==> src/rtl/ram_writer.sv <==
`default_nettype none
// +----------------------------------------------------------------------------+
// | ram_writer: AXI-Stream in, AXI4 write master out. Writes full bursts from  |
// | address 0, then an optional partial burst, and waits for every response.   |
// | Optional debug ports: define RAM_WRITER_DEBUG_EN.                          |
// | Rev 1.0                                                                    |
// +----------------------------------------------------------------------------+
module ram_writer #(
  parameter int DW               = 512,
  parameter int IW               = 4,
  parameter int CYCLES_PER_BLOCK = 64
) (
  input  logic              clk,
  input  logic              resetn,
  input  logic [31:0]       full_blocks,
  input  logic [7:0]        partial_block_cycles,
  input  logic              start,
  output logic              idle,
  output logic              bresp_error,
`ifdef RAM_WRITER_DEBUG_EN
  output logic [1:0]        dbg_fsm_state,
  output logic [31:0]       dbg_beats_written,
  output logic [31:0]       dbg_bursts_acked,
`endif
  input  logic [DW-1:0]     AXIS_IN_TDATA,
  input  logic              AXIS_IN_TVALID,
  output logic              AXIS_IN_TREADY,
  output logic [63:0]       M_AXI_AWADDR,
  output logic [7:0]        M_AXI_AWLEN,
  output logic [2:0]        M_AXI_AWSIZE,
  output logic [1:0]        M_AXI_AWBURST,
  output logic [IW-1:0]     M_AXI_AWID,
  output logic              M_AXI_AWLOCK,
  output logic [3:0]        M_AXI_AWCACHE,
  output logic [3:0]        M_AXI_AWQOS,
  output logic [2:0]        M_AXI_AWPROT,
  output logic              M_AXI_AWVALID,
  input  logic              M_AXI_AWREADY,
  output logic [DW-1:0]     M_AXI_WDATA,
  output logic [DW/8-1:0]   M_AXI_WSTRB,
  output logic              M_AXI_WVALID,
  output logic              M_AXI_WLAST,
  input  logic              M_AXI_WREADY,
  input  logic [1:0]        M_AXI_BRESP,
  input  logic              M_AXI_BVALID,
  output logic              M_AXI_BREADY,
  output logic [63:0]       M_AXI_ARADDR,
  output logic [7:0]        M_AXI_ARLEN,
  output logic [2:0]        M_AXI_ARSIZE,
  output logic [1:0]        M_AXI_ARBURST,
  output logic [IW-1:0]     M_AXI_ARID,
  output logic              M_AXI_ARLOCK,
  output logic [3:0]        M_AXI_ARCACHE,
  output logic [3:0]        M_AXI_ARQOS,
  output logic [2:0]        M_AXI_ARPROT,
  output logic              M_AXI_ARVALID,
  input  logic              M_AXI_ARREADY,
  input  logic [DW-1:0]     M_AXI_RDATA,
  input  logic [1:0]        M_AXI_RRESP,
  input  logic              M_AXI_RLAST,
  input  logic [IW-1:0]     M_AXI_RID,
  input  logic              M_AXI_RVALID,
  output logic              M_AXI_RREADY
);

  localparam logic [63:0] BURST_BYTES = 64'(CYCLES_PER_BLOCK * DW / 8);

  typedef enum logic [1:0] {
    S_IDLE    = 2'd0,
    S_FULL    = 2'd1,
    S_PARTIAL = 2'd2,
    S_WAIT    = 2'd3
  } state_t;

  state_t      r_state;
  logic        r_awvalid;
  logic [63:0] r_awaddr;
  logic [7:0]  r_awlen;
  logic [31:0] r_nblk;
  logic [7:0]  r_npart;
  logic [32:0] r_total;
  logic [31:0] r_aw_blocks;
  logic        r_w_active;
  logic [7:0]  r_beat;
  logic [32:0] r_w_bursts;
  logic [32:0] r_b_count;
  logic        r_bresp_error;

  logic        w_start_acc;
  logic [32:0] w_start_total;
  logic        w_aw_hs;
  logic        w_w_hs;
  logic [8:0]  w_len;
  logic        w_last;
  logic        w_unused;

  assign w_start_acc   = start && (r_state == S_IDLE);
  assign w_start_total = {1'b0, full_blocks} + {32'd0, (partial_block_cycles != 8'd0)};
  assign w_aw_hs       = r_awvalid && M_AXI_AWREADY;
  assign w_w_hs        = AXIS_IN_TVALID && M_AXI_WREADY && r_w_active;
  // Full-length bursts come first, so the burst index alone selects the length.
  assign w_len         = (r_w_bursts < {1'b0, r_nblk}) ? 9'(CYCLES_PER_BLOCK) : {1'b0, r_npart};
  assign w_last        = r_w_active && ({1'b0, r_beat} == (w_len - 9'd1));

  always_ff @(posedge clk) begin
    if (!resetn) begin
      r_state     <= S_IDLE;
      r_awvalid   <= 1'b0;
      r_awaddr    <= 64'd0;
      r_awlen     <= 8'd0;
      r_nblk      <= 32'd0;
      r_npart     <= 8'd0;
      r_total     <= 33'd0;
      r_aw_blocks <= 32'd0;
    end else begin
      case (r_state)
        S_IDLE: begin
          if (start) begin
            r_nblk      <= full_blocks;
            r_npart     <= partial_block_cycles;
            r_total     <= w_start_total;
            r_aw_blocks <= 32'd0;
            r_awaddr    <= 64'd0;
            if (full_blocks != 32'd0) begin
              r_state   <= S_FULL;
              r_awvalid <= 1'b1;
              r_awlen   <= 8'(CYCLES_PER_BLOCK - 1);
            end else if (partial_block_cycles != 8'd0) begin
              r_state   <= S_PARTIAL;
              r_awvalid <= 1'b1;
              r_awlen   <= partial_block_cycles - 8'd1;
            end
          end
        end
        S_FULL: begin
          if (w_aw_hs) begin
            r_awaddr    <= r_awaddr + BURST_BYTES;
            r_aw_blocks <= r_aw_blocks + 32'd1;
            if (({1'b0, r_aw_blocks} + 33'd1) >= {1'b0, r_nblk}) begin
              if (r_npart != 8'd0) begin
                r_state <= S_PARTIAL;
                r_awlen <= r_npart - 8'd1;
              end else begin
                r_state   <= S_WAIT;
                r_awvalid <= 1'b0;
              end
            end
          end
        end
        S_PARTIAL: begin
          if (w_aw_hs) begin
            r_state   <= S_WAIT;
            r_awvalid <= 1'b0;
          end
        end
        S_WAIT: begin
          if (r_b_count == r_total) r_state <= S_IDLE;
        end
        default: begin
          r_state   <= S_IDLE;
          r_awvalid <= 1'b0;
        end
      endcase
    end
  end

  always_ff @(posedge clk) begin
    if (!resetn) begin
      r_w_active    <= 1'b0;
      r_beat        <= 8'd0;
      r_w_bursts    <= 33'd0;
      r_b_count     <= 33'd0;
      r_bresp_error <= 1'b0;
    end else if (w_start_acc) begin
      r_w_active    <= (w_start_total != 33'd0);
      r_beat        <= 8'd0;
      r_w_bursts    <= 33'd0;
      r_b_count     <= 33'd0;
      r_bresp_error <= 1'b0;
    end else begin
      if (w_w_hs) begin
        if (w_last) begin
          r_beat     <= 8'd0;
          r_w_bursts <= r_w_bursts + 33'd1;
          if ((r_w_bursts + 33'd1) == r_total) r_w_active <= 1'b0;
        end else begin
          r_beat <= r_beat + 8'd1;
        end
      end
      if (M_AXI_BVALID) begin
        r_b_count <= r_b_count + 33'd1;
        if (M_AXI_BRESP != 2'd0) r_bresp_error <= 1'b1;
      end
    end
  end

`ifdef RAM_WRITER_DEBUG_EN
  logic [31:0] r_beats_written;

  always_ff @(posedge clk) begin
    if (!resetn)          r_beats_written <= 32'd0;
    else if (w_start_acc) r_beats_written <= 32'd0;
    else if (w_w_hs)      r_beats_written <= r_beats_written + 32'd1;
  end

  assign dbg_fsm_state     = r_state;
  assign dbg_beats_written = r_beats_written;
  assign dbg_bursts_acked  = r_b_count[31:0];
`endif

  assign idle           = (r_state == S_IDLE) && !start;
  assign bresp_error    = r_bresp_error;
  assign AXIS_IN_TREADY = M_AXI_WREADY && r_w_active;

  assign M_AXI_AWADDR  = r_awaddr;
  assign M_AXI_AWLEN   = r_awlen;
  assign M_AXI_AWSIZE  = 3'($clog2(DW / 8));
  assign M_AXI_AWBURST = 2'b01;
  assign M_AXI_AWID    = '0;
  assign M_AXI_AWLOCK  = 1'b0;
  assign M_AXI_AWCACHE = 4'd0;
  assign M_AXI_AWQOS   = 4'd0;
  assign M_AXI_AWPROT  = 3'd0;
  assign M_AXI_AWVALID = r_awvalid;

  assign M_AXI_WDATA  = AXIS_IN_TDATA;
  assign M_AXI_WSTRB  = '1;
  assign M_AXI_WVALID = AXIS_IN_TVALID && r_w_active;
  assign M_AXI_WLAST  = w_last;
  assign M_AXI_BREADY = 1'b1;

  // Read side belongs to the stream-out reader; this block never reads.
  assign M_AXI_ARADDR  = 64'd0;
  assign M_AXI_ARLEN   = 8'd0;
  assign M_AXI_ARSIZE  = 3'd0;
  assign M_AXI_ARBURST = 2'd0;
  assign M_AXI_ARID    = '0;
  assign M_AXI_ARLOCK  = 1'b0;
  assign M_AXI_ARCACHE = 4'd0;
  assign M_AXI_ARQOS   = 4'd0;
  assign M_AXI_ARPROT  = 3'd0;
  assign M_AXI_ARVALID = 1'b0;
  assign M_AXI_RREADY  = 1'b0;

  assign w_unused = ^{M_AXI_ARREADY, M_AXI_RDATA, M_AXI_RRESP, M_AXI_RLAST, M_AXI_RID, M_AXI_RVALID};

endmodule
`default_nettype wire

==> config.mk <==
export PLATFORM = sky130hd
export DESIGN_NAME = ram_writer
export DESIGN_NICKNAME = d
export VERILOG_FILES = /design/src/rtl/ram_writer.sv
export SDC_FILE = /design/constraint.sdc
export NUM_CORES = 1
export LEC_CHECK = 0
export ABC_AREA = 1
export CORE_AREA = 2 2 715 717
export CTS_CLUSTER_DIAMETER = 30
export CTS_CLUSTER_SIZE = 20
export DETAILED_ROUTE_END_ITERATION = 8
export DIE_AREA = 0 0 717 719
export SLEW_MARGIN = 20
export SYNTH_ARGS = -nofsm -noshare
export SYNTH_HDL_FRONTEND = slang
export SYNTH_SLANG_ARGS = --single-unit
==> constraint.sdc <==
create_clock -name clk -period 6.2 [get_ports clk]
set_clock_uncertainty 0.2 [all_clocks]
set_input_delay 0.93 -clock clk [delete_from_list [all_inputs] [get_ports clk]]
set_output_delay 0.93 -clock clk [all_outputs]
set_load 0.01 [all_outputs]
==> metrics.txt, run 1 <==
Crit path max-delay family simple AND/OR/NAND/NOR gates; Critical Path Most Common Cell nand2_1; Max Root-Sink Buffers 3; CP startpoint kind register; CTS Root Buffer Type clkbuf_16; Worst-Margin Slew 1.067 ns; die area 515,500 sq um; vias 18,460; TritonRoute pass-1 iters 7; first-pass GRT wire length 284,200 um; clk slew on worst S/H paths 0.05 ns; Final TNS setup 0 ns; Core Box Area 507,800 sq um; final-report setup violation count 0; fillers 59,970; Critical Path AT 4.62 ns; port bufs 114; GP Congestion 0.8929; Post-synth EDFFs 0; clk sinks 244; DRC 0; unrepaired setup endpoints after global routing no; final antenna-violating net count 0; GR Overflow Total 0; slowest cell on the critical path clkdlybuf4s50_1; CTS HTree Levels 2; worst-path fanout max 18; Post-synth ARST share 0%; Crit path largest cell delay 0.82 ns; Max Slew Vio Count 0; Num CTS Buffers 58; row count 262; Routed WL 248,700 um; mean number of vias per cell 1.942; status finished clean; Initial Utilization 4.151%; met2 wire len 104,900 um; cells after synthesis 3,092; LEAKAGE 8.421 nW; endpoints failing hold 0; Tot GR Track Use 9.272%; critical path class register to primary output; max-cap violations 0; # IOs 1,853; CTS tree yes; First DRT Iteration DRCs 1,498; Area growth syn-to-layout 33.33%; Die W 717 um; Syn Area/Cell 6.816 sq um; pwr dens 231.3 nW/um^2; met1 WL 36,040 um; vias in the first global route 16,480; largest net degree at the start of global routing 57; Yosys Warn Count 0; sequential fraction of the synthesis area 23.18%; # Post-CTS Setup Buffers 0; hold buffer count at cts 0; VDD IR max 0.1851 mV; Hold Crit Class register to register; Routed WL per cell 26.16 um; Top Layer Used met5; worst endpoint required time 5.07 ns; max frequency 0.1738 GHz; met3 WL 98,750 um; placed cells 9,386; distinct cell type count after synthesis 62; Die Ht 719 um; post-route non-filler standard cell count 9,506; minimum clock period 5.752 ns; hpwl dp 233,800 um; share of cells above drive strength 1 6.845%; Most used DFF post-synth dfxtp_1; CP bufs+invs 1; initial antenna violation count 44; flops & latches, synth 244; post-cts resize count 0; crit-path cells ha_1 > nand2_1 > nand2_1 > nand2_1 > nand2_1 > a21oi_1 > nand2_1 > nor2_2 > nand2_4 > nand2_1 > ha_1 > xnor2_1 > nand3b_1 > nand2_1 > nand2_1 > nor2_1 > nand3_1 > nor2_2 > clkdlybuf4s50_1; fin nets 3,875; fin crit share 92.78%; CP Capture Type primary output; mapped cell area 21,080 sq um; Clk Latency, worst-skew pair 0.66 ns; relative slew slack 28.23%
## metal layers
layer,vias up,global-route usage (%)
li1,8311,-
met1,7994,4.033
met2,1814,13.97
met3,297,16.94
met4,40,2.643
met5,-,0.2894
## path summary, 6_finish.rpt
check,start,end,slack [ns],cells past startpoint
hold reg to reg,M_AXI_AWLEN[5]$_SDFFE_PN0P_,M_AXI_AWLEN[5]$_SDFFE_PN0P_,0.26,2
setup reg to reg,r_aw_blocks[1]$_SDFFE_PN0P_,M_AXI_AWLEN[6]$_SDFFE_PN0P_,1.37,25
hold / removal,M_AXI_AWLEN[5]$_SDFFE_PN0P_,M_AXI_AWLEN[5]$_SDFFE_PN0P_,0.26,2
setup / recovery,r_w_bursts[26]$_SDFFE_PP0P_,M_AXI_WLAST,0.45,19
## cell usage in the layout (no fill, tap or decap), types with 6 or more instances in the layout
cell type	Yosys	routed
nand2_1	540	540
nor2_1	337	334
inv_1	292	292
dfxtp_1	244	244
conb_1	2	193
nand3_1	151	151
a21oi_1	127	127
xor2_1	116	116
clkdlybuf4s50_1	0	113
ha_1	79	79
nor3_1	77	77
nand4_1	74	74
o21ai_0	73	73
clkbuf_16	0	58
o22ai_1	36	36
xnor2_1	31	31
nor4_1	29	29
nor2_2	15	17
buf_4	705	14
diode_2	0	13
clkinv_2	1	12
inv_2	11	11
bufinv_16	0	9
clkinvlp_4	0	9
nand2_2	7	7
a22oi_1	7	7
clkbuf_8	0	7
o21a_1	6	6
## per-stage QoR
stage	cell area [sq um]	hold WS, ns	setup slack, ns	utilization (%)	total power, mW
after global routing	28070	0.2838	0.04826	5.529	6.820
after floorplan	21790	0.2551	2.445	-	3.125
final	28100	0.2598	0.4476	5.534	6.501
after detailed placement	25960	0.2592	1.027	5.112	3.282
after global placement	25960	0.2556	0.9846	5.112	3.272
after CTS	28070	0.2670	0.3515	5.528	6.560
## where the power goes
part	total (mW)	leakage (nW)	switching, mW	internal (mW)
registers	1.79	1.98	0.101	1.69
clock network	3.25	1.01	1.07	2.18
logic	1.46	5.43	1.03	0.431
total	6.50	8.42	2.20	4.30
## registers in the layout, indices dropped and copies added (netlist names), 8 cells and up
register,flops
M_AXI_AWADDR,52
r_b_count,33
r_total,33
r_w_bursts,33
r_aw_blocks,32
r_nblk,32
M_AXI_AWLEN,8
r_beat,8
r_npart,8
## Yosys cell counts (all sizes together) (2+ instances only)
library cell / number / area share, %
buf: 715 / 26
a22oi: 7 / 0.25
clkinv: 3 / 0.059
nor4: 32 / 1.1
a21oi: 127 / 3.0
o31ai: 5 / 0.18
o21bai: 4 / 0.14
nor3b: 5 / 0.18
a211oi: 5 / 0.18
o211ai: 3 / 0.11
nand3: 156 / 3.8
nand2: 548 / 9.9
and3: 2 / 0.059
or2: 5 / 0.15
nand3b: 3 / 0.11
xnor2: 31 / 1.3
nor2: 356 / 6.7
nor3: 82 / 2.1
xor2: 117 / 4.9
o21a: 6 / 0.21
and2: 3 / 0.089
conb: 2 / 0.036
a31oi: 4 / 0.12
a31o: 2 / 0.083
clkbuf: 43 / 0.77
o21ai: 76 / 1.8
dfxtp: 244 / 23
inv: 303 / 5.4
ha: 79 / 4.7
o22ai: 36 / 1.1
nor4b: 2 / 0.083
nand4: 75 / 2.3
## final cells by class
class / count / area (sq um) / area share (%)
Antenna cell: 13 / 32.53 / 0.1158
Clock buffer: 67 / 1555 / 5.535
Clock inverter: 40 / 553.0 / 1.968
Inverter: 306 / 1150 / 4.092
Multi-Input combinational cell: 1975 / 10240 / 36.44
Sequential cell: 244 / 4885 / 17.38
Tap cell: 6732 / 8423 / 29.97
Timing Repair Buffer: 129 / 1261 / 4.488
## worst min-delay path, cell delays in order, from the launching register on
cell	delay, ns
dfxtp_1	0.30
nand2_1	0.06
a21oi_1	0.05
## cell families after synthesis
family          synth area share [%]
simple gates                   26.49
buf+inv                        31.75
compound gates                 7.569
flops                          23.18
xor+xnor                       6.293
fa+ha+maj                      4.690
other cells                  0.03563
Power figures use the tool's default switching activity.
==> inputs of run 2 (changes only) <==
Settings changed: PLACE_DENSITY set to 0.33.
==> metrics.txt, run 2 (synthesis results as in run 1) <==
status finished clean; Place WS 0.7841 ns; Routed WL 219,500 um; # IOs 1,853; Area growth syn-to-layout 39.39%; worst hold path depth 2; TritonRoute pass-1 iters 5; number of flip-flops under the largest register name 52; Gate power share 18.8%; GR Overflow Total 0; Clk Latency, worst-skew pair 0.71 ns; Power Internal 5.638 mW; Initial Utilization 4.151%; Max Root-Sink Buffers 3; Core Box Area 507,800 sq um; post-cts resize count 0; fin nets 3,918; switching share of total power 32.03%; endpoints failing hold 0; first-pass GRT wire length 257,200 um; GP Congestion 0.7675; unrepaired setup endpoints after global routing no; Tot GR Track Use 8.176%; mean number of vias per cell 1.872; Worst-Margin Slew 0.9744 ns; Crit path largest cell delay 0.71 ns; worst endpoint required time 5.07 ns; # Post-CTS Setup Buffers 0; First DRT Iteration DRCs 1,061; Final Power 8.296 mW; fin crit share 92.08%; CTS HTree Levels 3; Routed WL per cell 22.95 um; CTS tree yes; critical path class register to primary output; final worst slack 0.4911 ns; fillers 60,080; DRC 0; slowest cell on the critical path clkdlybuf4s50_1; share of cells above drive strength 1 8.577%; relative slew slack 34.97%; max frequency 0.1752 GHz; die area 515,500 sq um; pwr dens 282.4 nW/um^2; final-report setup violation count 0; Num CTS Buffers 98; WHS Endpoint bresp_error$_SDFFE_PP0P_; final antenna-violating net count 0; vias in the first global route 17,220; clk slew on worst S/H paths 0.04 ns; hpwl dp 200,500 um; Hold Crit Class register to register; max-cap violations 0; row count 262; most frequent cells in the layout nand2_1, nor2_1, inv_1; R2R Path Start r_aw_blocks[0]$_SDFFE_PN0P_; LEAKAGE 9.103 nW; R2R cell count 24; Max Slew Vio Count 0; switching power 2.657 mW; Final TNS setup 0 ns; Critical Path AT 4.58 ns; Critical Path Most Common Cell nand2_1; Final Util 5.786%; largest net degree at the start of global routing 57; worst-path fanout max 18; port bufs 114; VDD IR max 0.1925 mV; reg2reg end M_AXI_AWLEN[0]$_SDFFE_PN0P_; CP Capture Type primary output; initial antenna violation count 24; CP startpoint kind register; minimum clock period 5.709 ns; hold path start bresp_error$_SDFFE_PP0P_; r2r setup slk 1.23 ns; vias 17,910; Die Ht 719 um; most common cell after layout, fill and taps aside nand2_1; Die W 717 um; hold buffer count at cts 0; crit-path cells ha_1 > nand2_1 > nor2_1 > nand2_1 > nor2_2 > nand3_1 > nand2_1 > nor2_2 > nand2_4 > nand2_1 > ha_1 > xnor2_1 > nand3b_1 > nand2_1 > nand2_1 > nor2_1 > nand3_1 > nor2_4 > clkdlybuf4s50_1; CTS Root Buffer Type clkbuf_16; Sequential Power Share 21.8%; clk sinks 244; clock group share of total power 59.4%
==> run 2: changes by cell type in the layout (fill, tap and decap cells not counted), sizes merged <==
cell      before  now
inv          306  304
clkinv        22   25
buf           16   19
bufinv         9    7
clkinvlp       9    0
diode         13    1
clkbuf        67  146
==> run 2: cell type report <==
class,instances,area [sq um],area share (%)
multi-input combinational,1975,10240,34.84
tap,6732,8423,28.67
sequential,244,4885,16.63
clock buffer,146,2934,9.987
timing repair buffer,132,1284,4.369
inverter,306,1150,3.914
clock inverter,30,465.4,1.584
antenna,1,2.502,0.008518
==> run 2: power by group through the flow <==
stage / clock network [mW] / registers, mW / logic [mW]
after global routing: 5.14 / 1.83 / 1.77
after CTS: 5.06 / 1.82 / 1.61
after global placement: 0 / 1.84 / 1.62
final: 4.93 / 1.81 / 1.56
after floorplan: 0 / 1.80 / 1.33
after detailed placement: 0 / 1.84 / 1.60
==> run 2: worst max-delay path by stage <==
stage,startpoint,to,cells past startpoint
floorplan,r_nblk[24]$_SDFFE_PN0P_,M_AXI_WLAST,21
global placement,partial_block_cycles[0],r_w_active$_SDFFE_PN0P_,17
detailed placement,partial_block_cycles[0],r_w_active$_SDFFE_PN0P_,17
CTS,r_w_bursts[23]$_SDFFE_PP0P_,M_AXI_WLAST,19
global route,r_w_bursts[23]$_SDFFE_PP0P_,M_AXI_WLAST,19
finish,r_w_bursts[23]$_SDFFE_PP0P_,M_AXI_WLAST,19
==> run 2: per-stage QoR <==
stage	instances	hold slack, ns	area, sq um
final	9566	0.2549	29380
after global placement	9389	0.2426	25970
after floorplan	3283	0.2551	21790
after CTS	9565	0.2625	29370
after detailed placement	9389	0.2565	25970
after global routing	9566	0.2851	29380
==> run 2: worst max-delay path, delay by kind of cell (launching register included) <==
kind / cells / cell delay (ns)
XOR/XNOR: 1 / 0.16
adder cells (fa/ha/maj): 2 / 0.62
AND/OR/NAND/NOR: 15 / 1.93
buffers and inverters: 1 / 0.71
flip-flops: 1 / 0.43
==> run 2: metal layers <==
layer	routed length, um	GRT usage (%)	vias to the layer above	share of wire, %
met5	290	0.3828	-	0.13
met4	10050	3.384	12	4.6
met3	76210	13.06	333	35
met2	92370	12.28	1427	42
met1	40600	4.323	7725	18
li1	-	-	8412	-
